**src/rtl/mini_alu.sv**
```systemverilog
`timescale 1ns/1ps
// mini_alu: PS/2 keyboard receiver driving an LED scancode display and a VGA colour fill.
// Keys R/G/B toggle the three colour bits painted over the whole visible 640x480 area.
module mini_alu #(
  parameter int PIX_DIV     = 2,
  parameter int H_VIS       = 640,
  parameter int H_FP        = 16,
  parameter int H_SYNC      = 96,
  parameter int H_BP        = 48,
  parameter int V_VIS       = 480,
  parameter int V_FP        = 10,
  parameter int V_SYNC      = 2,
  parameter int V_BP        = 33,
  parameter int PS2_TIMEOUT = 50000
) (
  input  logic       Clock,
  input  logic       Reset,
  input  logic       PS2_CLK,
  input  logic       PS2_DATA,
  output logic [7:0] oLed,
  output logic       VGA_RED,
  output logic       VGA_GREEN,
  output logic       VGA_BLUE,
  output logic       VGA_HSYNC,
  output logic       VGA_VSYNC
);
  localparam int H_TOTAL = H_VIS + H_FP + H_SYNC + H_BP;
  localparam int V_TOTAL = V_VIS + V_FP + V_SYNC + V_BP;
  localparam int H_W = $clog2(H_TOTAL);
  localparam int V_W = $clog2(V_TOTAL);
  localparam int D_W = (PIX_DIV > 1) ? $clog2(PIX_DIV) : 1;
  localparam int T_W = $clog2(PS2_TIMEOUT + 1);

  localparam logic [H_W-1:0] H_LAST  = H_W'(H_TOTAL - 1);
  localparam logic [H_W-1:0] H_VIS_L = H_W'(H_VIS);
  localparam logic [H_W-1:0] H_SS    = H_W'(H_VIS + H_FP);
  localparam logic [H_W-1:0] H_SE    = H_W'(H_VIS + H_FP + H_SYNC - 1);
  localparam logic [V_W-1:0] V_LAST  = V_W'(V_TOTAL - 1);
  localparam logic [V_W-1:0] V_VIS_L = V_W'(V_VIS);
  localparam logic [V_W-1:0] V_SS    = V_W'(V_VIS + V_FP);
  localparam logic [V_W-1:0] V_SE    = V_W'(V_VIS + V_FP + V_SYNC - 1);
  localparam logic [D_W-1:0] PIX_LAST = D_W'(PIX_DIV - 1);
  localparam logic [T_W-1:0] TMO_LAST = T_W'(PS2_TIMEOUT - 1);

  function automatic logic odd_parity(input logic [8:0] bits);
    odd_parity = ^bits;
  endfunction

  function automatic logic frame_ok(input logic [10:0] frame);
    frame_ok = (frame[0] == 1'b0) && (frame[10] == 1'b1) && odd_parity(frame[9:1]);
  endfunction

  logic [1:0]     clk_sync_r;
  logic [1:0]     data_sync_r;
  logic           clk_prev_r;
  logic           fall_s;
  logic [9:0]     shift_r;
  logic [10:0]    frame_s;
  logic [3:0]     bit_cnt_r;
  logic [T_W-1:0] tmo_cnt_r;
  logic [7:0]     code_r;
  logic           code_vld_r;
  logic           brk_r;
  logic [2:0]     colour_r;
  logic [D_W-1:0] pix_div_r;
  logic           pix_en_s;
  logic [H_W-1:0] hcount_r;
  logic [V_W-1:0] vcount_r;
  logic           hsync_s;
  logic           vsync_s;
  logic           vis_s;

  assign fall_s   = clk_prev_r & ~clk_sync_r[1];
  assign frame_s  = {data_sync_r[1], shift_r};
  assign pix_en_s = (pix_div_r == PIX_LAST);

  // Two-flop synchronisers for the asynchronous keyboard lines.
  always_ff @(posedge Clock or negedge Reset) begin
    if (!Reset) begin
      clk_sync_r  <= 2'b11;
      data_sync_r <= 2'b11;
      clk_prev_r  <= 1'b1;
    end else begin
      clk_sync_r  <= {clk_sync_r[0], PS2_CLK};
      data_sync_r <= {data_sync_r[0], PS2_DATA};
      clk_prev_r  <= clk_sync_r[1];
    end
  end

  // Frame shifter; the 11th falling edge validates the frame, a long idle gap abandons it.
  always_ff @(posedge Clock or negedge Reset) begin
    if (!Reset) begin
      shift_r    <= 10'd0;
      bit_cnt_r  <= 4'd0;
      tmo_cnt_r  <= '0;
      code_r     <= 8'd0;
      code_vld_r <= 1'b0;
    end else if (fall_s) begin
      tmo_cnt_r <= '0;
      if (bit_cnt_r == 4'd10) begin
        bit_cnt_r  <= 4'd0;
        code_r     <= frame_s[8:1];
        code_vld_r <= frame_ok(frame_s);
      end else begin
        bit_cnt_r  <= bit_cnt_r + 4'd1;
        shift_r    <= frame_s[10:1];
        code_vld_r <= 1'b0;
      end
    end else if (bit_cnt_r != 4'd0) begin
      code_vld_r <= 1'b0;
      if (tmo_cnt_r == TMO_LAST) begin
        bit_cnt_r <= 4'd0;
        tmo_cnt_r <= '0;
      end else begin
        tmo_cnt_r <= tmo_cnt_r + {{(T_W-1){1'b0}}, 1'b1};
      end
    end else begin
      code_vld_r <= 1'b0;
      tmo_cnt_r  <= '0;
    end
  end

  // Make/break decoding: a code following 0xF0 is a key release and is swallowed.
  always_ff @(posedge Clock or negedge Reset) begin
    if (!Reset) begin
      oLed     <= 8'd0;
      colour_r <= 3'b000;
      brk_r    <= 1'b0;
    end else if (code_vld_r) begin
      if (code_r == 8'hF0) begin
        brk_r <= 1'b1;
      end else if (brk_r) begin
        brk_r <= 1'b0;
      end else if (code_r != 8'hE0) begin
        oLed <= code_r;
        case (code_r)
          8'h2D:   colour_r[2] <= ~colour_r[2];
          8'h34:   colour_r[1] <= ~colour_r[1];
          8'h32:   colour_r[0] <= ~colour_r[0];
          default: colour_r    <= colour_r;
        endcase
      end
    end
  end

  // Pixel-rate divider and raster counters.
  always_ff @(posedge Clock or negedge Reset) begin
    if (!Reset) begin
      pix_div_r <= '0;
      hcount_r  <= '0;
      vcount_r  <= '0;
    end else if (pix_en_s) begin
      pix_div_r <= '0;
      if (hcount_r == H_LAST) begin
        hcount_r <= '0;
        vcount_r <= (vcount_r == V_LAST) ? '0 : vcount_r + {{(V_W-1){1'b0}}, 1'b1};
      end else begin
        hcount_r <= hcount_r + {{(H_W-1){1'b0}}, 1'b1};
      end
    end else begin
      pix_div_r <= pix_div_r + {{(D_W-1){1'b0}}, 1'b1};
    end
  end

  always_comb begin
    hsync_s = !((hcount_r >= H_SS) && (hcount_r <= H_SE));
    vsync_s = !((vcount_r >= V_SS) && (vcount_r <= V_SE));
    vis_s   = (hcount_r < H_VIS_L) && (vcount_r < V_VIS_L);
  end

  // Every VGA output is registered from the same counter snapshot, one enable behind.
  always_ff @(posedge Clock or negedge Reset) begin
    if (!Reset) begin
      VGA_HSYNC <= 1'b1;
      VGA_VSYNC <= 1'b1;
      {VGA_RED, VGA_GREEN, VGA_BLUE} <= 3'b000;
    end else if (pix_en_s) begin
      VGA_HSYNC <= hsync_s;
      VGA_VSYNC <= vsync_s;
      {VGA_RED, VGA_GREEN, VGA_BLUE} <= vis_s ? colour_r : 3'b000;
    end
  end

endmodule

```
**config.mk**
```make
export PLATFORM = sky130hd
export DESIGN_NAME = mini_alu
export DESIGN_NICKNAME = d
export VERILOG_FILES = /design/src/rtl/mini_alu.sv
export SDC_FILE = /design/constraint.sdc
export NUM_CORES = 1
export LEC_CHECK = 0
export BUFFER_PORTS_ARGS = -buffer_cell sky130_fd_sc_hd__buf_4
export CAP_MARGIN = 25
export CORE_ASPECT_RATIO = 1.2
export CORE_MARGIN = 5
export CORE_UTILIZATION = 35
export DETAILED_ROUTE_END_ITERATION = 8
export GPL_ROUTABILITY_DRIVEN = 0
export HOLD_SLACK_MARGIN = 0.05
export PLACE_DENSITY = 0.48
export SLEW_MARGIN = 20
export SYNTH_ARGS = -nofsm -noshare
export SYNTH_HDL_FRONTEND = slang
export SYNTH_SLANG_ARGS = --single-unit
```
**constraint.sdc**
```tcl
create_clock -name Clock -period 6.1 [get_ports Clock]
set_clock_uncertainty 0.15 [all_clocks]
set_input_delay 1.22 -clock Clock [delete_from_list [all_inputs] [get_ports Clock]]
set_output_delay 1.22 -clock Clock [all_outputs]
set_load 0.01 [all_outputs]
```
==> results of run 1 <==
[kinds of logic (layout without fill, tap and decap cells)]
logic type | after synthesis | in the layout | share of synthesized area, %
mux | 28 | 28 | 8.350
buf+inv | 18 | 46 | 2.029
compound gates | 31 | 31 | 5.689
fa+ha+maj | 9 | 9 | 2.994
simple gates | 120 | 120 | 18.33
xor+xnor | 32 | 32 | 7.818
flops | 82 | 82 | 54.79
[metal layers]
layer / global-route usage [%] / vias to the layer above / share of wire [%]
met2: 17.55 / 42 / 47
met4: 5.995 / 0 / 2.1
met1: 14.15 / 1131 / 47
li1: - / 1184 / -
met3: 3.708 / 9 / 3.6
met5: 0 / - / 0
[layout make-up]
type	instances	area (um^2)	area share, %
clock inverter	6	80.08	1.836
clock buffer	10	239.0	5.479
timing repair buffer	17	147.6	3.385
multi-input combinational	220	1624	37.23
inverter	13	48.80	1.119
sequential	82	2061	47.25
tap	129	161.4	3.701
[sequential cells by signal, indices dropped and copies added (netlist names), 2 cells and up]
signal       cells
hcount_r        10
shift_r         10
data_sync_r      2
vcount_r        10
bit_cnt_r        4
clk_sync_r       2
code_r           8
oLed             8
colour_r         3
tmo_cnt_r       16
[where the power goes]
| part | internal, W | leakage, nW | switching [W] |
|---|---|---|---|
| logic | 0.000135 | 0.720 | 0.0000938 |
| clock network | 0.000366 | 0.162 | 0.000207 |
| registers | 0.000617 | 1.08 | 0.0000786 |
| total | 0.00112 | 1.96 | 0.000380 |
[worst min path at each step]
stage | end | slack [ns] | from | depth (start not counted)
floorplan | clk_sync_r[1] | 0.20 | clk_sync_r[0] | 0
global placement | data_sync_r[1] | 0.20 | data_sync_r[0] | 0
detailed placement | clk_sync_r[1] | 0.20 | clk_sync_r[0] | 0
CTS | clk_sync_r[1] | 0.21 | clk_sync_r[0] | 0
global route | clk_sync_r[1] | 0.21 | clk_sync_r[0] | 0
finish | clk_sync_r[1] | 0.20 | clk_sync_r[0] | 0
[layout by cell type, fill, tap and decap left out, drive strengths merged, types with 8 or more instances in the layout]
cell type and instances:
o21ai 8, xnor2 21, nand2 20, inv 13, nand3 14, mux2 27
dfrtp 75, buf 17, nor2 31, clkbuf 10, ha 9, xor2 10
nand4 9
[metrics by stage]
stage               hold slack, ns  cell area, um^2  setup WS (ns)  instances
global route                0.2077             4362          3.663        477
detailed placement          0.1972             4043          3.778        461
finish                      0.2043             4362          3.748        477
floorplan                   0.1952             3761          4.109        320
global placement            0.1966             4015          3.789        460
CTS                         0.2061             4362          3.719        477
==> impl_metrics.csv, run 1 <==
group,metric,value,unit
layout,syn2layout_area_growth,15.97,%
clock_network,post_cts_resized,0,
critical_path,worst_setup_path_start_kind,"flip-flop",
clock_network,clock_sinks,82,
layout,utilization,41.48,%
synthesis,postSynthCellCount,320,
die,core,0.01052,mm^2
status,outcome,"finished, final reports clean",
synthesis,dominantRegCellSynth,"dfrtp_1",
synthesis,async_flop_share,100.0,%
critical_path,regToRegSetupSlack,3.81,ns
layout,drive_gt1_share,22.13,%
critical_path,crit_path_top_delay_cell,"dfstp_2",
clock_network,htreeDepth,3,
clock_network,clk_pin_slew,0.06,ns
synthesis,yosys.area.top_type,"dfrtp_1",
sta,maxSlewHeadroom,50.42,%
place,io_buffers,16,
synthesis,synth.top_cells.by_count,"dfrtp_1 (75), nor2_1 (31), mux2_2 (26)",
die,start_util,35.76,%
clock_network,post_cts_buffers,0,
global_route,first_global_vias,2388,
critical_path,cp.depth,1,
critical_path,crit_path_end_kind,"primary output",
sta,hold_violations,0,
route,post_drt_wl_per_cell,14.00,um
critical_path,crit_buf_inv,1,
route,wl,6679,um
global_route,grt_pass1_wl,11560,um
critical_path,cpLargestDelayFamily,"flip-flops",
sta,period_share,38.56,%
critical_path,r2r_end,"vcount_r[9]",
die,ios,17,
critical_path,crit_fanout,2,
route,vias,2366,
layout,nets,356,
critical_path,r2r-start,"hcount_r[6]",
critical_path,critical_path.cell_chain,"buf_4",
synthesis,yosys_warnings,0,
synthesis,syn_avg_cell_area,11.75,um^2
flow_run,drv_cap,0,
synthesis,synth_edf_count,0,
synthesis,synth_cell_type_count,53,
place,dpl.hpwl,4631,um
global_route,antenna_found_initial,0,
synthesis,synth.area.top_cells,"dfrtp_1 (50%), mux2_2 (7.8%), dfstp_2 (4.9%), xnor2_1 (4.9%), nor2_1 (3.1%)",
critical_path,crit_path_start,"VGA_HSYNC",
sta,fin_crit,2.352,ns
layout,fillerInstances,995,
clock_network,clk-insertion-delay-late,0.33,ns
die,dieArea,0.01293,mm^2
sta,rsz0062_at_grt,"no",
critical_path,critPathCapture,"VGA_HSYNC",
sta,finalSetupViolations,0,
synthesis,synth_nets,333,
global_route,overflow,0,
hold_path,min_path_type,"flip-flop to flip-flop",
critical_path,ff2ff_path_depth,4,
route,drcViolationCount,0,
pwr,leakagePower,1.959,nW
synthesis,synthesis.area,0.003761,mm^2
route,drtIter0Drc,52,
synthesis,synth_most_common_cell,"dfrtp_1",
critical_path,critical-path-max-stage-delay,0.54,ns
critical_path,arrival,0.98,ns
route,ant_nets,0,
layout,antenna_cells,0,
clock_network,cts_buffers,9,
pwr,p_total,0.001498,W
clock_network,cts_root_buf,"clkbuf_16",
pwr,ir_drop,0.0001037,V
sta,fmax,425.1,MHz
route,first_pass_iters,4,
clock_network,cts_hold_buf,0,
sta,drv_slew,0,
die,rows,41,
pwr,powerDensity,343.4,mW/mm^2
synthesis,ys_ff_latch,82,
critical_path,crit_type,"flip-flop to primary output",
sta,tightest_slew,0.7410,ns
clock_network,cts_tree,"yes",
clock_network,cts_max_path_buffers,2,
critical_path,critPathRequiredTime,4.73,ns
synthesis,ys_seq_area_share,54.79,%
die,die_h,123.6,um
global_route,grt_max_degree,57,
die,fp.dieW,104.6,um
global_route,grt_usage,11.34,%
route,via_per_inst,4.960,
synthesis,yosysTopAreaCellShare,49.90,%
sta,setup-tns-final,0,ns
(Power assumes the default switching activity.)
==> inputs of run 2 (changes only) <==
==> constraint.sdc (replaced) <==
create_clock -name Clock -period 2.2 [get_ports Clock]
set_clock_uncertainty 0.15 [all_clocks]
set_input_delay 0.44 -clock Clock [delete_from_list [all_inputs] [get_ports Clock]]
set_output_delay 0.44 -clock Clock [all_outputs]
set_load 0.01 [all_outputs]
==> impl_metrics.csv, run 2 (synthesis gave the netlist of run 1 again) <==
group,metric,value,unit
clock_network,cts_max_path_buffers,2,
die,die_h,123.6,um
clock_network,clk-insertion-delay-late,0.33,ns
status,outcome,"finished, final reports clean",
layout,antenna_cells,0,
sta,fin_crit,2.034,ns
pwr,ir_drop,0.0004565,V
sta,setup-tns-final,0,ns
clock_network,post_cts_buffers,0,
place,io_buffers,16,
global_route,grt_pass1_wl,12030,um
global_route,overflow,0,
layout,final_common_cell,"dfrtp_1",
sta,finalSetupViolations,0,
place,place_inst,474,
die,rows,41,
hold_path,min_path_type,"input port to flip-flop",
layout,syn2layout_area_growth,18.23,%
route,first_pass_iters,4,
sta,drv_slew,0,
clock_network,clk_pin_slew,0.06,ns
layout,largest_reg_flops,16,
route,vias,2455,
clock_network,cts_buffers,9,
sta,period_share,92.45,%
global_route,grt_usage,11.50,%
die,dieArea,0.01293,mm^2
layout,fillerInstances,1008,
clock_network,cts_hold_buf,2,
route,wl,6769,um
place,pre_cts_ws,0.1766,ns
route,drtIter0Drc,58,
clock_network,clock_sinks,82,
clock_network,cts_tree,"yes",
critical_path,regToRegSetupSlack,0.17,ns
critical_path,crit_path_end_kind,"flip-flop",
global_route,grt_max_degree,36,
critical_path,crit_type,"flip-flop to flip-flop",
pwr,powerDensity,897.4,mW/mm^2
die,fp.dieW,104.6,um
layout,regMostFlops,"tmo_cnt_r",
die,core,0.01052,mm^2
layout,nets,371,
critical_path,arrival,2.09,ns
clock_network,htreeDepth,3,
layout,drive_gt1_share,24.52,%
route,ant_nets,0,
route,drcViolationCount,0,
critical_path,critPathRequiredTime,2.26,ns
sta,hold_violations,0,
clock_network,cts_root_buf,"clkbuf_16",
route,via_per_inst,4.990,
flow_run,drv_cap,0,
route,post_drt_wl_per_cell,13.76,um
sta,tightest_slew,0.6769,ns
die,ios,17,
pwr,leakagePower,2.008,nW
clock_network,post_cts_resized,0,
sta,maxSlewHeadroom,54.87,%
place,placed_area,0.004145,mm^2
place,dpl.hpwl,4724,um
layout,design_area,0.004447,mm^2
critical_path,crit_fanout,6,
sta,fin_ws,0.1662,ns
global_route,antenna_found_initial,0,
die,start_util,35.76,%
sta,fmax,491.7,MHz
critical_path,worst_setup_path_start_kind,"flip-flop",
global_route,first_global_vias,2541,
layout,stdcell_count,492,
layout,layout_common_cells,"dfrtp_1 (75), nor2_1 (31), buf_4 (28)",
sta,rsz0062_at_grt,"no",
pwr,p_total,0.003990,W
## run 2: changes by cell type in the layout (fill, tap and decap cells not counted)
cell and delta:
clkinvlp_4 +1, buf_16 -1, dlygate4sd3_1 +2, clkinv_4 +2, inv_6 +1, buf_12 +2
buf_4 +12, clkbuf_1 +1, bufinv_16 -2, clkinv_2 -3
## run 2: final cells by class
cell class	instances	area, um^2	area share, %
inverters	13	48.80	1.097
repair buffers	32	270.3	6.078
clock inverters	5	38.79	0.8723
flip-flops and latches	82	2061	46.34
well taps	129	161.4	3.630
clock buffers	11	242.7	5.459
multi-input cells	220	1624	36.52
## run 2: worst paths after layout
| check | from | endpoint | cells past startpoint |
|---|---|---|---|
| worst max register to register | hcount_r[6] | vcount_r[9] | 4 |
| min in group asynchronous | Reset | vcount_r[1] | 2 |
| max in group asynchronous | Reset | clk_sync_r[0] | 3 |
| worst min register to register | clk_sync_r[0] | clk_sync_r[1] | 0 |
| worst max-delay path | hcount_r[6] | vcount_r[9] | 4 |
| worst min-delay path | PS2_DATA | data_sync_r[0] | 1 |
## run 2: routing by layer
layer | GRT usage, % | vias to the layer above | routed length (um)
met4 | 5.675 | 0 | 115
met3 | 2.820 | 9 | 207
met5 | 0 | - | 0
met2 | 18.74 | 30 | 3239
met1 | 14.33 | 1204 | 3207
li1 | - | 1212 | -
## run 2: power by group
part / total [W] / switching, W / leakage [nW] / internal (W)
combinational: 0.000672 / 0.000270 / 0.795 / 0.000403
clock: 0.00139 / 0.000593 / 0.136 / 0.000801
sequential: 0.00192 / 0.000213 / 1.08 / 0.00171
total: 0.00399 / 0.00108 / 2.01 / 0.00291
## run 2: through the flow
step | util (%) | hold slack [ns]
2_1_floorplan | - | -0.005591
3_3_place_gp | 39.42 | 0.1966
3_5_place_dp | 39.42 | 0.1979
4_1_cts | 42.28 | 0.05009
5_1_grt | 42.28 | 0.05222
6_report | 42.28 | 0.06386
## run 2: critical path, stage by stage (launching register included)
cell and delay [ns]:
dfrtp_1 0.42, or4b_4 0.60, nor3_4 0.28, nand4_1 0.13
mux2_1 0.33
==> inputs of run 3 (changes only) <==
--- a/config.mk
+++ b/config.mk
@@ -5,6 +5,7 @@
 export SDC_FILE = /design/constraint.sdc
 export NUM_CORES = 1
 export LEC_CHECK = 0
+export ABC_AREA = 1
 export BUFFER_PORTS_ARGS = -buffer_cell sky130_fd_sc_hd__buf_4
 export CAP_MARGIN = 25
 export CORE_ASPECT_RATIO = 1.2
==> impl_metrics.csv, run 3 <==
group,metric,value,unit
status,outcome,"finished, final reports clean",
critical_path,critical-path-max-stage-delay,0.37,ns
clock_network,cts_root_buf,"clkbuf_16",
synthesis,yosys_warnings,0,
die,rows,43,
clock_network,clock_sinks,82,
critical_path,crit_path_top_delay_cell,"dfrtp_1",
pwr,p_total,0.003899,W
route,first_pass_iters,4,
pwr,clkPwrFrac,38.4,%
critical_path,crit_buf_inv,2,
sta,finalSetupViolations,0,
pwr,leakagePower,2.183,nW
critical_path,critical_path.cell_chain,"ha_1, nand3_2, inv_2, nand2_2, nor2_4, inv_1, o21ai_0, a21oi_1",
layout,stdcell_count,682,
sta,period_share,80.89,%
synthesis,synth_mux_area_share,0,%
synthesis,ys_seq_area_share,50.51,%
sta,drv_slew,0,
clock_network,clk-insertion-delay-late,0.34,ns
layout,regMostFlops,"tmo_cnt_r",
route,via_per_inst,4.629,
synthesis,synthesis.area,0.004080,mm^2
place,place_inst,663,
die,dieArea,0.01393,mm^2
sta,setup-tns-final,0,ns
synthesis,synth.top_cells.by_count,"nand2_1 (134), dfrtp_1 (75), inv_1 (61)",
layout,layout_common_cells,"nand2_1 (134), dfrtp_1 (75), inv_1 (61)",
sta,hold_violations,0,
sta,tightest_slew,0.5467,ns
synthesis,synth_simple_gate_area_share,28.46,%
global_route,antenna_found_initial,0,
sta,fin_crit,1.780,ns
critical_path,crit_type,"flip-flop to flip-flop",
synthesis,yosysTopAreaCellShare,46.00,%
flow_run,drv_cap,0,
sta,rsz0062_at_grt,"no",
route,vias,3157,
pwr,ir_drop,0.0004469,V
route,wl,7905,um
global_route,first_global_vias,3085,
die,start_util,35.44,%
sta,maxSlewHeadroom,63.47,%
synthesis,async_flop_share,100.0,%
route,drtIter0Drc,127,
synthesis,postSynthCellCount,496,
layout,syn2layout_area_growth,15.27,%
synthesis,syn_avg_cell_area,8.226,um^2
synthesis,ys_ff_latch,82,
route,ant_nets,0,
clock_network,cts_tree,"yes",
global_route,grt_max_degree,55,
route,drcViolationCount,0,
sta,fmax,561.9,MHz
critical_path,cpLargestDelayFamily,"simple AND/OR/NAND/NOR gates",
critical_path,crit_path_end_kind,"flip-flop",
clock_network,htreeDepth,3,
layout,nets,533,
synthesis,synthAdderAreaFrac,2.760,%
clock_network,cts_buffers,9,
critical_path,critPathRequiredTime,2.27,ns
critical_path,worst_setup_path_start_kind,"flip-flop",
clock_network,clk_pin_slew,0.06,ns
synthesis,synth_compound_area_share,7.360,%
sta,timing.hold.ws,0.2041,ns
die,fp.dieW,108.6,um
place,io_buffers,16,
pwr,p_switching,0.001118,W
global_route,overflow,0,
global_route,grt_pass1_wl,14080,um
pwr,p_sw_share,28.66,%
hold_path,min_path_type,"flip-flop to flip-flop",
die,die_h,128.3,um
clock_network,cts_max_path_buffers,2,
synthesis,synth.area.top_cells,"dfrtp_1 (46%), nand2_1 (12%), inv_1 (5.6%), nor2_1 (5.0%), o21ai_0 (4.7%)",
global_route,grt_usage,12.64,%
synthesis,synth_top_family_by_area,"simple AND/OR/NAND/NOR gates",
layout,largest_reg_flops,16,
synthesis,yosys.area.top_type,"dfrtp_1",
die,ios,17,
die,core,0.01151,mm^2
place,pre_cts_ws,0.4104,ns
layout,antenna_cells,0,
pwr,p_int,0.002781,W
layout,final_common_cell,"nand2_1",
synthesis,synth_nets,509,
pwr,power_frac_seq,46.0,%
synthesis,synth_most_common_cell,"nand2_1",
critical_path,crit_fanout,16,
synthesis,synth_edf_count,0,
pwr,comb_power_share,15.6,%
synthesis,dominantRegCellSynth,"dfrtp_1",
route,post_drt_wl_per_cell,11.59,um
pwr,powerDensity,829.0,mW/mm^2
layout,drive_gt1_share,11.62,%
clock_network,post_cts_buffers,0,
synthesis,synth-xor-area-share,3.649,%
synthesis,synth_cell_type_count,36,
critical_path,arrival,1.85,ns
sta,fin_ws,0.4204,ns
place,dpl.hpwl,5798,um
[run 3: cell count changes in the layout (fill, tap and decap cells not counted), moves of 9 or more]
cell     previous run  this run
nor2_1             31        54
nand2_1            20       134
buf_4              28        17
inv_1              13        61
nand3_1            14        23
nand4_1             9        18
xnor2_1            21         3
mux2_2             26         0
o21ai_0             6        38
[run 3: worst register-to-register path, cell delays in order (launching register included)]
cell     delay, ns
dfrtp_1       0.37
ha_1          0.19
nand3_2       0.10
inv_2         0.08
nand2_2       0.08
nor2_4        0.35
inv_1         0.19
o21ai_0       0.11
a21oi_1       0.05
[run 3: layout make-up]
class / instances / area (um^2)
multi-input combinational: 340 / 1723
timing repair buffer: 21 / 177.7
fill: 1182 / 6810
sequential: 82 / 2061
inverter: 66 / 247.7
tap: 157 / 196.4
clock buffer: 12 / 246.5
clock inverter: 4 / 51.30
[run 3: kinds of logic (layout without fill, tap and decap cells)]
family                     after synthesis  after routing
xor gates and xnor gates                17             17
buffers and inverters                   74            103
adders and majority gates                9              9
AOI/OAI and AO/OA                       55             55
DFF                                     82             82
and+or+nand+nor                        259            259
[run 3: worst paths after layout]
check | start | end | slack, ns | cells after the start
setup / recovery | hcount_r[1] | hcount_r[9] | 0.42 | 8
hold / removal | clk_sync_r[0] | clk_sync_r[1] | 0.20 | 0
setup reg to reg | hcount_r[1] | hcount_r[9] | 0.42 | 8
hold reg to reg | clk_sync_r[0] | clk_sync_r[1] | 0.20 | 0
max in group asynchronous | Reset | data_sync_r[1] | 0.82 | 3
min in group asynchronous | Reset | VGA_RED | 0.43 | 2
[run 3: repair_timing]
action / in CTS / in global routing
gates resized for setup: 0 / 0
setup endpoints to repair: 0 / 0
hold buffers: 3 / 0
endpoints found under the hold margin: 28 / 0
[run 3: layer usage]
| metal | global-route usage [%] | vias up | routed length (um) |
|---|---|---|---|
| met2 | 20.52 | 37 | 3777 |
| met1 | 16.03 | 1478 | 3741 |
| li1 | - | 1630 | - |
| met3 | 2.872 | 12 | 225 |
| met4 | 5.572 | 0 | 160 |
| met5 | 0 | - | 0 |
[run 3: power by group through the flow]
stage / clock [W] / sequential [W] / combinational (W)
after floorplan: 0 / 0.00178 / 0.000479
after detailed placement: 0 / 0.00182 / 0.000621
after CTS: 0.00156 / 0.00180 / 0.000624
final: 0.00150 / 0.00179 / 0.000607
after global placement: 0 / 0.00182 / 0.000605
after global routing: 0.00161 / 0.00182 / 0.000706
[run 3: through the flow]
| stage | util, % | instance area [um^2] |
|---|---|---|
| 3_5_place_dp | 38.00 | 4375 |
| 2_1_floorplan | - | 4080 |
| 6_report | 40.85 | 4703 |
| 4_1_cts | 40.85 | 4703 |
| 3_3_place_gp | 38.00 | 4375 |
| 5_1_grt | 40.85 | 4703 |
